`src/rtl/y86_wb_regfile_if.sv`:
```
// ============================================================================
// y86_wb_regfile_if : W-stage register, read ports and status bundle
// Revision: 1.0
// ============================================================================
`default_nettype none

interface y86_wb_regfile_if #(
  parameter int CNT_W = 32
);
  logic [3:0]       w_stat;
  logic [3:0]       w_icode;
  logic [31:0]      w_valE;
  logic [31:0]      w_valM;
  logic [3:0]       w_dstE;
  logic [3:0]       w_dstM;
  logic             w_Cnd;
  logic [3:0]       srcA;
  logic [3:0]       srcB;
  logic [31:0]      valA;
  logic [31:0]      valB;
  logic [2:0]       dbg_sel;
  logic [31:0]      dbg_val;
  logic [3:0]       cpu_stat;
  logic             halted;
  logic [CNT_W-1:0] retired;

  modport master (
    output w_stat, w_icode, w_valE, w_valM, w_dstE, w_dstM, w_Cnd,
    output srcA, srcB, dbg_sel,
    input  valA, valB, dbg_val, cpu_stat, halted, retired
  );

  modport slave (
    input  w_stat, w_icode, w_valE, w_valM, w_dstE, w_dstM, w_Cnd,
    input  srcA, srcB, dbg_sel,
    output valA, valB, dbg_val, cpu_stat, halted, retired
  );
endinterface

`default_nettype wire

```
`src/rtl/y86_wb_regfile.sv`:
```
// ============================================================================
// y86_wb_regfile : Y86 writeback commit, 8-entry register file, CPU status
// Revision: 1.0
// ============================================================================
`default_nettype none

module y86_wb_regfile #(
  parameter int BYPASS = 1,
  parameter int CNT_W  = 32
) (
  input  wire                   clk,
  input  wire                   reset,
  y86_wb_regfile_if.slave       bus
);

  localparam logic [3:0] c_I_NOP    = 4'h1;
  localparam logic [3:0] c_I_RRMOVL = 4'h2;
  localparam logic [3:0] c_S_OK     = 4'h1;
  localparam logic [3:0] c_S_HLT    = 4'h2;
  localparam logic [3:0] c_S_ADR    = 4'h3;
  localparam logic [3:0] c_S_INS    = 4'h4;

  typedef enum logic [1:0] {
    ST_RUN    = 2'd0,
    ST_HALTED = 2'd1,
    ST_FAULT  = 2'd2
  } state_t;

  state_t           r_state;
  state_t           w_state_nxt;
  logic [3:0]       r_exit_stat;
  logic [31:0]      r_regs [8];
  logic [CNT_W-1:0] r_retired;

  logic             w_ce;
  logic             w_we_e;
  logic             w_we_m;
  logic             w_retire;
  logic [31:0]      w_val_a;
  logic [31:0]      w_val_b;

  // Codes 8..15 have bit 3 set: R_NONE and out-of-range codes never write.
  assign w_ce     = (r_state == ST_RUN) && (bus.w_stat == c_S_OK);
  assign w_we_e   = w_ce && !bus.w_dstE[3] && !((bus.w_icode == c_I_RRMOVL) && !bus.w_Cnd);
  assign w_we_m   = w_ce && !bus.w_dstM[3];
  assign w_retire = w_ce && (bus.w_icode != c_I_NOP);

  always_comb begin
    w_state_nxt = r_state;
    if (r_state == ST_RUN) begin
      if (bus.w_stat == c_S_HLT)
        w_state_nxt = ST_HALTED;
      else if ((bus.w_stat == c_S_ADR) || (bus.w_stat == c_S_INS))
        w_state_nxt = ST_FAULT;
    end
  end

  always_ff @(posedge clk or negedge reset) begin
    if (!reset) begin
      r_state     <= ST_RUN;
      r_exit_stat <= c_S_OK;
    end else begin
      r_state <= w_state_nxt;
      if ((r_state == ST_RUN) && (w_state_nxt != ST_RUN))
        r_exit_stat <= bus.w_stat;
    end
  end

  // E is written first so that a shared destination ends up holding valM.
  always_ff @(posedge clk or negedge reset) begin
    if (!reset) begin
      for (int i = 0; i < 8; i++)
        r_regs[i] <= '0;
    end else begin
      if (w_we_e)
        r_regs[bus.w_dstE[2:0]] <= bus.w_valE;
      if (w_we_m)
        r_regs[bus.w_dstM[2:0]] <= bus.w_valM;
    end
  end

  always_ff @(posedge clk or negedge reset) begin
    if (!reset)
      r_retired <= '0;
    else if (w_retire)
      r_retired <= r_retired + {{(CNT_W-1){1'b0}}, 1'b1};
  end

  always_comb begin
    w_val_a = bus.srcA[3] ? 32'd0 : r_regs[bus.srcA[2:0]];
    w_val_b = bus.srcB[3] ? 32'd0 : r_regs[bus.srcB[2:0]];
    if (BYPASS != 0) begin
      if (w_we_e && (bus.w_dstE == bus.srcA)) w_val_a = bus.w_valE;
      if (w_we_m && (bus.w_dstM == bus.srcA)) w_val_a = bus.w_valM;
      if (w_we_e && (bus.w_dstE == bus.srcB)) w_val_b = bus.w_valE;
      if (w_we_m && (bus.w_dstM == bus.srcB)) w_val_b = bus.w_valM;
    end
  end

  assign bus.valA     = w_val_a;
  assign bus.valB     = w_val_b;
  assign bus.dbg_val  = r_regs[bus.dbg_sel];
  assign bus.cpu_stat = (r_state == ST_RUN) ? c_S_OK : r_exit_stat;
  assign bus.halted   = (r_state != ST_RUN);
  assign bus.retired  = r_retired;

endmodule

`default_nettype wire
```
`src/flat_wrapper.sv`:
```
// flat-port wrapper written by rule: the top's interface ports become plain ports
module y86_wb_regfile_flat 
#(
  parameter int BYPASS = 1,
  parameter int CNT_W  = 32
)
  (clk, reset, bus_w_stat, bus_w_icode, bus_w_valE, bus_w_valM, bus_w_dstE, bus_w_dstM, bus_w_Cnd, bus_srcA, bus_srcB, bus_dbg_sel, bus_valA, bus_valB, bus_dbg_val, bus_cpu_stat, bus_halted, bus_retired);
  y86_wb_regfile_if #(.CNT_W(CNT_W)) bus_i ();
  input  wire clk;
  input  wire reset;
  input wire logic [$bits(bus_i.w_stat)-1:0] bus_w_stat;
  input wire logic [$bits(bus_i.w_icode)-1:0] bus_w_icode;
  input wire logic [$bits(bus_i.w_valE)-1:0] bus_w_valE;
  input wire logic [$bits(bus_i.w_valM)-1:0] bus_w_valM;
  input wire logic [$bits(bus_i.w_dstE)-1:0] bus_w_dstE;
  input wire logic [$bits(bus_i.w_dstM)-1:0] bus_w_dstM;
  input wire logic [$bits(bus_i.w_Cnd)-1:0] bus_w_Cnd;
  input wire logic [$bits(bus_i.srcA)-1:0] bus_srcA;
  input wire logic [$bits(bus_i.srcB)-1:0] bus_srcB;
  input wire logic [$bits(bus_i.dbg_sel)-1:0] bus_dbg_sel;
  output wire logic [$bits(bus_i.valA)-1:0] bus_valA;
  output wire logic [$bits(bus_i.valB)-1:0] bus_valB;
  output wire logic [$bits(bus_i.dbg_val)-1:0] bus_dbg_val;
  output wire logic [$bits(bus_i.cpu_stat)-1:0] bus_cpu_stat;
  output wire logic [$bits(bus_i.halted)-1:0] bus_halted;
  output wire logic [$bits(bus_i.retired)-1:0] bus_retired;
  assign bus_i.w_stat = bus_w_stat;
  assign bus_i.w_icode = bus_w_icode;
  assign bus_i.w_valE = bus_w_valE;
  assign bus_i.w_valM = bus_w_valM;
  assign bus_i.w_dstE = bus_w_dstE;
  assign bus_i.w_dstM = bus_w_dstM;
  assign bus_i.w_Cnd = bus_w_Cnd;
  assign bus_i.srcA = bus_srcA;
  assign bus_i.srcB = bus_srcB;
  assign bus_i.dbg_sel = bus_dbg_sel;
  assign bus_valA = bus_i.valA;
  assign bus_valB = bus_i.valB;
  assign bus_dbg_val = bus_i.dbg_val;
  assign bus_cpu_stat = bus_i.cpu_stat;
  assign bus_halted = bus_i.halted;
  assign bus_retired = bus_i.retired;
  y86_wb_regfile #(.BYPASS(BYPASS), .CNT_W(CNT_W)) u_core (.clk(clk), .reset(reset), .bus(bus_i));
endmodule
```
`config.mk`:
```
export PLATFORM = sky130hd
export DESIGN_NAME = y86_wb_regfile_flat
export DESIGN_NICKNAME = d
export VERILOG_FILES = /design/src/rtl/y86_wb_regfile_if.sv /design/src/rtl/y86_wb_regfile.sv /design/src/flat_wrapper.sv
export SDC_FILE = /design/constraint.sdc
export NUM_CORES = 1
export LEC_CHECK = 0
export CAP_MARGIN = 5
export CORE_MARGIN = 2
export CORE_UTILIZATION = 45
export CTS_CLUSTER_DIAMETER = 100
export DETAILED_ROUTE_END_ITERATION = 10
export GPL_TIMING_DRIVEN = 0
export HOLD_SLACK_MARGIN = 0.06
export PLACE_DENSITY_LB_ADDON = 0.2
export SLEW_MARGIN = 20
export SYNTH_ARGS = -nofsm -noshare
export SYNTH_HDL_FRONTEND = slang
export SYNTH_SLANG_ARGS = --single-unit
```
`constraint.sdc`:
```
create_clock -name clk -period 3.2 [get_ports clk]
set_clock_uncertainty 0.2 [all_clocks]
set_input_delay 0.64 -clock clk [delete_from_list [all_inputs] [get_ports clk]]
set_output_delay 0.64 -clock clk [all_outputs]
set_load 0.01 [all_outputs]
```
Yosys cells after proc, flatten, opt, wreduce, memory -nomap -nowiden
Cells that the tools add are included.

Bits in latches: 0. Output and inout port bits: 133. Input bits: 94. Memories kept: 0. Memory bits (writable): 0. Register bits: 294. ROM bits: 0.

Add/sub/neg operators: 1. $mul: 0. Divide/modulo/power cells: 0. Equal/unequal tests: 10. Multiplexer cells: 27. Order comparisons: 7. Shift operators: 0. Reductions and logical operators: 21. Bitwise logic cells: 5.

Operator list (number): bitwise mux 256 bit (2); 2-to-1 mux 256 bit (2); 2-to-1 mux 32 bit (14); binary-select mux 32 bit (select 3 bit) (3); demux 32 bit (select 3 bit) (2); adder 32 x 1 -> 32 bit (second input constant) (1); >= comparator 4 bit (second input constant) (5); NOT 3 -> 4 bit (5); == test 4 bit (4); logical AND 1 bit (13); == test 4 x 2 -> 1 bit (second input constant) (3); < comparator 4 x 1 -> 1 bit (second input constant) (2); 2-to-1 mux 2 bit (3); == test 4 x 1 -> 1 bit (second input constant) (1); == test 4 x 3 -> 1 bit (second input constant) (1); zero test 1 bit (4); 2-to-1 mux 4 bit (1); inequality test 4 x 1 -> 1 bit (second input constant) (1); nonzero test 2 bit (2); zero test 2 bit (1); logical OR 1 bit (1).

Depth between registers and ports, before layout
Gate-level depths: netlist (run 1).

Depth after elaboration: 9. Gate-level depth with buffers: 8. Gate-level depth less buffers: 6.

Worst setup path before layout (run 1)
No wires, ideal clock.

Kind: input port to output port. Start: input port bus_w_stat[2]. End: output port bus_valA[0]. Setup slack: 133 ps. Cell stages on the path: 7. Arrival time: 2227 ps. Path through: buf_2 -> nor3b_2 -> nand3_1 -> or4_1 -> buf_2 -> clkbuf_1 -> a31oi_1.

Longest elaborated chain between the ends: 7.

RTL lines: from (decl) (RTL line flat_wrapper.sv:11) `input wire logic [$bits(bus_i.w_stat)-1:0] bus_w_stat;`; == test 4 x 1 -> 1 bit * (RTL line y86_wb_regfile.sv:43) `assign w_ce = (r_state == ST_RUN) && (bus.w_stat == c_S_OK);`; logical AND 1 bit * (RTL line y86_wb_regfile.sv:43); logical AND 1 bit (2 in series) (RTL line y86_wb_regfile.sv:44) `assign w_we_e = w_ce && !bus.w_dstE[3] && !((bus.w_icode == c_I_RRMOVL) && !bus.w_Cnd);`; logical AND 1 bit (RTL line y86_wb_regfile.sv:93) `if (w_we_e && (bus.w_dstE == bus.srcA)) w_val_a = bus.w_valE;`; 2-to-1 mux 32 bit (RTL line y86_wb_regfile.sv:93); 2-to-1 mux 32 bit * (RTL line y86_wb_regfile.sv:94) `if (w_we_m && (bus.w_dstM == bus.srcA)) w_val_a = bus.w_valM;`; to (decl) (RTL line flat_wrapper.sv:21) `output wire logic [$bits(bus_i.valA)-1:0] bus_valA;`.

Every way passes the cells marked *; elsewhere a longest branch is shown, timed or not.

Final worst setup path (run 1)
Start: register u_core.r_state[0]. End: output port bus_valB[4].

Longest elaborated chain between the ends: 7.

RTL lines: from (decl) (RTL line y86_wb_regfile.sv:29) `state_t r_state;`; from (signal assigned) (RTL line y86_wb_regfile.sv:63) `r_state <= w_state_nxt;`; zero test 2 bit * (RTL line y86_wb_regfile.sv:43); logical AND 1 bit * (RTL line y86_wb_regfile.sv:43); logical AND 1 bit (2 in series) (RTL line y86_wb_regfile.sv:44); logical AND 1 bit (RTL line y86_wb_regfile.sv:95) `if (w_we_e && (bus.w_dstE == bus.srcB)) w_val_b = bus.w_valE;`; 2-to-1 mux 32 bit (RTL line y86_wb_regfile.sv:95); 2-to-1 mux 32 bit * (RTL line y86_wb_regfile.sv:96) `if (w_we_m && (bus.w_dstM == bus.srcB)) w_val_b = bus.w_valM;`; to (decl) (RTL line flat_wrapper.sv:22) `output wire logic [$bits(bus_i.valB)-1:0] bus_valB;`.

Marks and branches as above.

==> impl_metrics.py, run 1 <==
metrics = {
    "die": {
        "initial_utilization_pct": 45.4,
        "die_y_um": 220,
        "num_io_pins": 227,
        "coreArea_um2": 46400,
        "die_area_um2": 48500,
        "die_width_um": 220,
        "row_count": 79,
    },
    "synth": {
        "ys_types": 49,
        "post_synth_instance_area_um2": 21100,
        "synthArstFlopShare_pct": 100,
        "post_synth_inst_count": 2314,
        "synth.ff_latch_count": 294,
        "synth-seq-area-share_pct": 34.9,
        "number_of_nets_produced_by_synthesis": 2409,
        "ys.warnings.count": 0,
        "synth_edf_count": 0,
        "synthesis.area_per_instance_um2": 9.10,
        "synth_flop_cell": "sky130_fd_sc_hd__dfrtp_1",
    },
    "clocking": {
        "buffers_from_clock_root_to_sink_at_most": 3,
        "cts_tree": "done",
        "clock_latency_on_the_worst_skew_pair_ns": 0.55,
        "maximum_level_of_the_cts_h_tree": 2,
        "cts-buffers-inserted": 37,
        "path_clk_slew_ns": 0.06,
        "cts-root-buf": "sky130_fd_sc_hd__clkbuf_16",
        "clock_sinks": 294,
    },
    "timing": {
        "rsz0062_at_grt": "yes",
        "report.final.setup_viol": 64,
        "setup_slack_ns": -0.311,
        "fmax_mhz": 285,
        "hold_ws_ns": 0.249,
        "timing.slew.headroom_pct": 25.1,
        "timing.final.hold_violations": 0,
        "finalCritPeriodShare_pct": 110,
        "report.final.slew_viol_count": 0,
        "final.min_clock_period_ns": 3.51,
        "tightestPinTransition_ns": 1.12,
        "tns_setup_ns": -14.96,
    },
    "hold_path": {
        "hold_path.class": "input port to flop",
        "min_path_cells": 2,
        "min-delay-start": "bus_w_stat[2]",
    },
    "placed_design": {
        "numPlacedInstances": 3075,
        "routabilityCongestion": 0.935,
        "hpwl_um": 59400,
        "placement.io_buffers": 151,
        "post_dp_cell_area_um2": 23400,
    },
    "worst_setup_path": {
        "critPathLaunchType": "flop",
        "setup.reg_to_reg.worst_slack_ns": 0.12,
        "reg2reg_to": "u_core.r_regs[16]$_DFF_PN0_",
        "r2r-start": "u_core.r_state[1]$_DFF_PN0_",
        "critPathArrivalTime_ns": 2.67,
        "critPathRequiredTime_ns": 2.36,
        "cp-startpoint": "u_core.r_state[0]$_DFF_PN0_",
        "crit_end": "bus_valB[4]",
        "critical_path.max_fanout": 5,
        "worst-setup-path-type": "flop to primary output",
        "rr_worst_depth": 8,
        "setup.worst_path.end_class": "primary output",
    },
    "flow_run": {
        "max-cap-violations": 0,
    },
    "final_layout": {
        "fillerInstances": 3973,
        "stdcell_area_um2": 26700,
        "final-instance-count-excl-fill": 3186,
        "syn2layout_area_growth_pct": 26.6,
        "finish.net_count": 2647,
        "layout.cells.most_common": "sky130_fd_sc_hd__nand2_1",
        "final_core_util_pct": 57.5,
        "seqCellArea_um2": 7360,
        "fraction_of_layout_instances_using_a_drive_strength_above_1_pct": 25.2,
        "multi_input_comb_area_um2": 13300,
        "most_used_cells_in_the_layout_excluding_fill_and_tap_cells": "sky130_fd_sc_hd__nand2_1, sky130_fd_sc_hd__nor2_1, sky130_fd_sc_hd__dfrtp_1",
    },
    "power_and_ir_drop": {
        "p_comb_share_pct": 10.3,
        "p_leak_uw": 0.0113,
        "internal_power_uw": 6490,
        "power.share.clock_pct": 47.3,
        "switching_share_pct": 26.8,
        "power.density_nw_per_um2": 332,
        "ir_worst_vdd_mv": 0.314,
        "net-switching-power_uw": 2370,
        "sequentialPowerShare_pct": 42.4,
    },
    "drt": {
        "drc": 0,
        "drtIter0Drc": 3118,
        "detail_route.vias_per_cell": 6.74,
        "dr.pass1.iters": 6,
        "routed_wire_length_um": 93300,
        "ant_nets": 0,
        "route.vias.total": 21500,
        "post_drt_wl_per_cell_um": 29.3,
    },
    "global_route": {
        "grt_remaining_overflow": 0,
        "grt_first_pass_wirelength_um": 135000,
        "gr-usage-all-layers_pct": 38.2,
        "number_of_antenna_violations_at_the_first_check_in_global_routing": 4,
        "vias_in_the_first_global_route": 21200,
        "maximum_number_of_pins_on_one_net_before_global_route_repair": 84,
    },
    "outcome": {
        "violations": "setup timing",
        "run_status": "finished with violations",
    },
}
-- power by group through the flow --
stage / clock (uW) / combinational [uW] / sequential (uW)
floorplan: 0 / 450 / 3820
global placement: 0 / 778 / 3830
detailed placement: 0 / 801 / 3820
CTS: 4160 / 875 / 3760
global route: 4320 / 949 / 3760
finish: 4190 / 916 / 3760
-- stage by stage --
| stage | setup slack, ns | power [uW] |
|---|---|---|
| global placement | -12.10 | 4600 |
| finish | -0.311 | 8860 |
| global route | -0.349 | 9020 |
| detailed placement | -1.87 | 4620 |
| floorplan | 0.133 | 4270 |
| CTS | -0.274 | 8790 |
-- area by class of cell --
type	instances	share of cell area, %
Clock inverter	7	0.343
Timing Repair Buffer	199	7.90
Clock buffer	52	3.95
Sequential cell	294	27.6
Buffer	257	7.47
Tap cell	607	2.85
Antenna cell	7	0.0657
Inverter	6	0.0845
Multi-Input combinational cell	1757	49.7
-- worst max-delay path, stage by stage (launching register included) --
cell                      delay, ns
sky130_fd_sc_hd__dfrtp_1       0.40
sky130_fd_sc_hd__nor3_4        0.24
sky130_fd_sc_hd__buf_6         0.15
sky130_fd_sc_hd__nand2_8       0.06
sky130_fd_sc_hd__nor3_4        0.35
sky130_fd_sc_hd__buf_6         0.19
sky130_fd_sc_hd__buf_8         0.14
sky130_fd_sc_hd__buf_12        0.16
sky130_fd_sc_hd__nand2_2       0.06
sky130_fd_sc_hd__a31oi_1       0.20
sky130_fd_sc_hd__buf_2         0.17
-- repair_timing --
action	4_1_cts	5_1_grt
setup buffers	29	4
hold buffers	1	0
pin swaps	61	26
resized for setup	667	81
hold endpoints to repair	67	0
endpoints found under the setup margin	96	112
gates cloned	12	3
-- worst min path at each step --
stage                                              endpoint
after floorplan           u_core.bus.retired[0]$_DFFE_PN0P_
after global placement    u_core.r_exit_stat[1]$_DFFE_PN0P_
after detailed placement  u_core.r_exit_stat[1]$_DFFE_PN0P_
after CTS                 u_core.r_exit_stat[1]$_DFFE_PN0P_
after global routing      u_core.r_exit_stat[1]$_DFFE_PN0P_
final                     u_core.r_exit_stat[1]$_DFFE_PN0P_
-- cell families after synthesis --
| logic type | synth area share [%] |
|---|---|
| simple gates | 22.3 |
| compound gates | 9.80 |
| flops | 34.9 |
| mux | 25.4 |
| buf+inv | 5.68 |
| xor+xnor | 1.83 |
| fa+ha+maj | 0.0594 |
-- state kept, by name, indices dropped and copies added, names as in the netlist --
name	flops
u_core.r_regs	256
u_core.r_state	2
u_core.r_exit_stat	4
u_core.bus.retired	32
-- synthesized netlist by cell type (3+ instances only) --
cell	n	area share (%)
sky130_fd_sc_hd__a31oi_1	320	9.5
sky130_fd_sc_hd__and3_1	9	0.27
sky130_fd_sc_hd__buf_1	43	0.77
sky130_fd_sc_hd__buf_2	35	0.83
sky130_fd_sc_hd__buf_4	34	1.2
sky130_fd_sc_hd__buf_6	5	0.27
sky130_fd_sc_hd__clkbuf_1	140	2.5
sky130_fd_sc_hd__dfrtp_1	293	35
sky130_fd_sc_hd__inv_1	6	0.11
sky130_fd_sc_hd__mux2_2	34	1.8
sky130_fd_sc_hd__mux2i_1	64	3.0
sky130_fd_sc_hd__mux4_2	192	21
sky130_fd_sc_hd__nand2_1	602	11
sky130_fd_sc_hd__nand3_1	17	0.40
sky130_fd_sc_hd__nand4_1	10	0.30
sky130_fd_sc_hd__nor2_1	332	5.9
sky130_fd_sc_hd__nor2b_1	4	0.12
sky130_fd_sc_hd__nor3_1	11	0.26
sky130_fd_sc_hd__nor3_2	3	0.14
sky130_fd_sc_hd__nor3_4	3	0.23
sky130_fd_sc_hd__nor4_1	3	0.089
sky130_fd_sc_hd__nor4_4	9	0.91
sky130_fd_sc_hd__or3_1	66	2.0
sky130_fd_sc_hd__or4_1	3	0.11
sky130_fd_sc_hd__xnor2_1	30	1.2
sky130_fd_sc_hd__xor2_1	14	0.58
-- per-layer routing --
metal	share of wire, %	vias to the layer above	GRT usage (%)
met5	0.012	-	0
met4	6.5	2	25.3
met3	14	386	13.7
met2	45	1778	56.4
met1	35	10600	47.3
li1	-	8763	-
Note: power is estimated with default switching activity, not from simulation.
==> inputs of run 2 (changes only) <==
--- a/config.mk
+++ b/config.mk
@@ -13,6 +13,7 @@
 export GPL_TIMING_DRIVEN = 0
 export HOLD_SLACK_MARGIN = 0.06
 export PLACE_DENSITY_LB_ADDON = 0.2
+export SKIP_LAST_GASP = 1
 export SLEW_MARGIN = 20
 export SYNTH_ARGS = -nofsm -noshare
 export SYNTH_HDL_FRONTEND = slang
==> run 2 against run 1 <==
Against the previous run: the flow still finishes with violations (setup timing); flip-flop and latch count did not move; clock-buffer cell count unchanged; critical path depth is the same; via count hardly changed; sequential share of layout area is 0.099 points higher; clock power about the same; worst hold slack worse by 0.00091 ns; final cell count hardly changed; routed wire length is essentially flat; setup slack improved by 0.022 ns; largest cell class unchanged.
==> impl_metrics.py, run 2 (synthesis results as in run 1) <==
metrics = {
    "die": {
        "die_width_um": 220,
        "die_area_um2": 48500,
        "coreArea_um2": 46400,
        "num_io_pins": 227,
        "initial_utilization_pct": 45.4,
        "die_y_um": 220,
        "row_count": 79,
    },
    "clocking": {
        "path_clk_slew_ns": 0.06,
        "clock_sinks": 294,
        "maximum_level_of_the_cts_h_tree": 2,
        "cts-root-buf": "sky130_fd_sc_hd__clkbuf_16",
        "cts-buffers-inserted": 37,
        "buffers_from_clock_root_to_sink_at_most": 3,
        "cts_tree": "done",
        "clock_latency_on_the_worst_skew_pair_ns": 0.55,
    },
    "final_layout": {
        "final_core_util_pct": 57.3,
        "largest_register_ffs": 256,
        "fraction_of_layout_instances_using_a_drive_strength_above_1_pct": 25.1,
        "layout.cells.most_common": "sky130_fd_sc_hd__nand2_1",
        "max_flop_register": "u_core.r_regs",
        "final-instance-count-excl-fill": 3188,
        "fillerInstances": 3998,
        "syn2layout_area_growth_pct": 26.1,
        "stdcell_area_um2": 26600,
        "finish.net_count": 2651,
        "most_used_cells_in_the_layout_excluding_fill_and_tap_cells": "sky130_fd_sc_hd__nand2_1, sky130_fd_sc_hd__nor2_1, sky130_fd_sc_hd__dfrtp_1",
    },
    "drt": {
        "dr.pass1.iters": 6,
        "post_drt_wl_per_cell_um": 29.3,
        "drtIter0Drc": 3095,
        "ant_nets": 0,
        "detail_route.vias_per_cell": 6.74,
        "route.vias.total": 21500,
        "drc": 0,
        "routed_wire_length_um": 93300,
    },
    "timing": {
        "rsz0062_at_grt": "yes",
        "report.final.setup_viol": 66,
        "timing.final.hold_violations": 0,
        "final.min_clock_period_ns": 3.49,
        "setup_slack_ns": -0.290,
        "fmax_mhz": 287,
        "finalCritPeriodShare_pct": 109,
        "tightestPinTransition_ns": 1.10,
        "report.final.slew_viol_count": 0,
        "timing.slew.headroom_pct": 26.4,
        "tns_setup_ns": -15.29,
    },
    "worst_setup_path": {
        "setup.worst_path.end_class": "primary output",
        "critPathLaunchType": "input port",
        "setup.reg_to_reg.worst_slack_ns": 0.14,
        "critPathArrivalTime_ns": 2.65,
        "critPathRequiredTime_ns": 2.36,
        "worst-setup-path-type": "input port to primary output",
        "critical_path.max_fanout": 7,
        "reg2reg_to": "u_core.r_regs[60]$_DFF_PN0_",
        "rr_worst_depth": 7,
        "r2r-start": "u_core.r_state[1]$_DFF_PN0_",
    },
    "global_route": {
        "number_of_antenna_violations_at_the_first_check_in_global_routing": 4,
        "maximum_number_of_pins_on_one_net_before_global_route_repair": 84,
        "grt_first_pass_wirelength_um": 136000,
        "gr-usage-all-layers_pct": 38.3,
        "grt_remaining_overflow": 0,
        "vias_in_the_first_global_route": 21200,
    },
    "placed_design": {
        "placement.io_buffers": 151,
        "routabilityCongestion": 0.935,
        "hpwl_um": 59400,
        "post_dp_cell_area_um2": 23400,
        "numPlacedInstances": 3075,
        "place_worst_setup_slack_ns": -1.87,
    },
    "power_and_ir_drop": {
        "ir_worst_vdd_mv": 0.313,
        "p_leak_uw": 0.0111,
        "power.density_nw_per_um2": 334,
    },
    "hold_path": {
        "min_path_cells": 2,
        "hold_path.class": "input port to flop",
        "timing.hold.worst_endpoint": "u_core.r_exit_stat[1]$_DFFE_PN0P_",
        "min-delay-start": "bus_w_stat[2]",
    },
    "outcome": {
        "violations": "setup timing",
        "run_status": "finished with violations",
    },
    "flow_run": {
        "max-cap-violations": 0,
    },
}
run 2: cell count changes in the layout (fill, tap and decap cells not counted), moves of 4 or more:
| cell | change |
|---|---|
| sky130_fd_sc_hd__buf_6 | -7 |
| sky130_fd_sc_hd__nor2_2 | -5 |
| sky130_fd_sc_hd__a31oi_4 | -4 |
| sky130_fd_sc_hd__or3_1 | -4 |
| sky130_fd_sc_hd__dlymetal6s2s_1 | -11 |
| sky130_fd_sc_hd__or3_4 | +4 |
| sky130_fd_sc_hd__clkdlybuf4s50_1 | +11 |
| sky130_fd_sc_hd__nor2_1 | +8 |
| sky130_fd_sc_hd__buf_2 | +8 |
run 2: layout make-up:
| cell class | instances | area, um2 | area share, % |
|---|---|---|---|
| inverter | 6 | 22.5 | 0.0848 |
| timing repair buffer | 203 | 2050 | 7.73 |
| tap | 607 | 759 | 2.86 |
| sequential | 294 | 7360 | 27.7 |
| multi-input combinational | 1757 | 13200 | 49.8 |
| antenna | 5 | 12.5 | 0.0471 |
| clock inverter | 7 | 91.3 | 0.344 |
| buffer | 257 | 1990 | 7.49 |
| clock buffer | 52 | 1050 | 3.96 |
run 2: per-stage QoR:
step | power (uW) | hold slack (ns)
after global routing | 9030 | 0.263
after global placement | 4600 | 0.259
after CTS | 8790 | 0.222
final | 8870 | 0.248
after detailed placement | 4620 | 0.281
after floorplan | 4270 | 0.144
run 2: what timing repair did:
item / CTS / global route
gates cloned: 12 / 2
pin swaps: 61 / 31
resized for setup: 660 / 67
hold buffers: 1 / 0
buffers inserted: 29 / 9
hold endpoints to repair: 67 / 0
endpoints found under the setup margin: 96 / 114
run 2: worst max-delay path by stage:
| stage | start | end | slack (ns) | cells after the start |
|---|---|---|---|---|
| floorplan | bus_w_stat[2] | bus_valA[0] | 0.13 | 7 |
| CTS | u_core.r_state[1]$_DFF_PN0_ | bus_valB[4] | -0.27 | 10 |
| finish | bus_srcB[2] | bus_valB[4] | -0.29 | 10 |
| detailed placement | bus_w_stat[0] | bus_valA[12] | -1.87 | 9 |
| global route | u_core.r_state[0]$_DFF_PN0_ | bus_valA[0] | -0.34 | 7 |
| global placement | reset | u_core.r_regs[16]$_DFF_PN0_ | -12.10 | 1 |
run 2: critical path, cell delays in order:
cell and delay [ns]:
sky130_fd_sc_hd__clkbuf_2 0.29, sky130_fd_sc_hd__xnor2_1 0.26, sky130_fd_sc_hd__nand4_1 0.15, sky130_fd_sc_hd__nor3_4 0.39, sky130_fd_sc_hd__buf_6 0.19, sky130_fd_sc_hd__buf_8 0.14, sky130_fd_sc_hd__buf_12 0.16, sky130_fd_sc_hd__nand2_2 0.06
sky130_fd_sc_hd__a31oi_1 0.19, sky130_fd_sc_hd__buf_2 0.16
run 2: layer usage:
layer | share of wire (%) | vias to the layer above | global-route usage (%) | wire length, um
met5 | 0.017 | - | 0 | 16
met4 | 6.5 | 2 | 25.1 | 6100
met3 | 14 | 409 | 14.0 | 13300
met2 | 44 | 1740 | 56.6 | 41200
met1 | 35 | 10600 | 47.2 | 32700
li1 | - | 8754 | - | -
run 2: power by group:
part / leakage, uW / switching, uW / internal, uW
clock network: 0.000560 / 1760 / 2440
registers: 0.00409 / 19.0 / 3740
logic: 0.00646 / 600 / 321
total: 0.0111 / 2380 / 6490
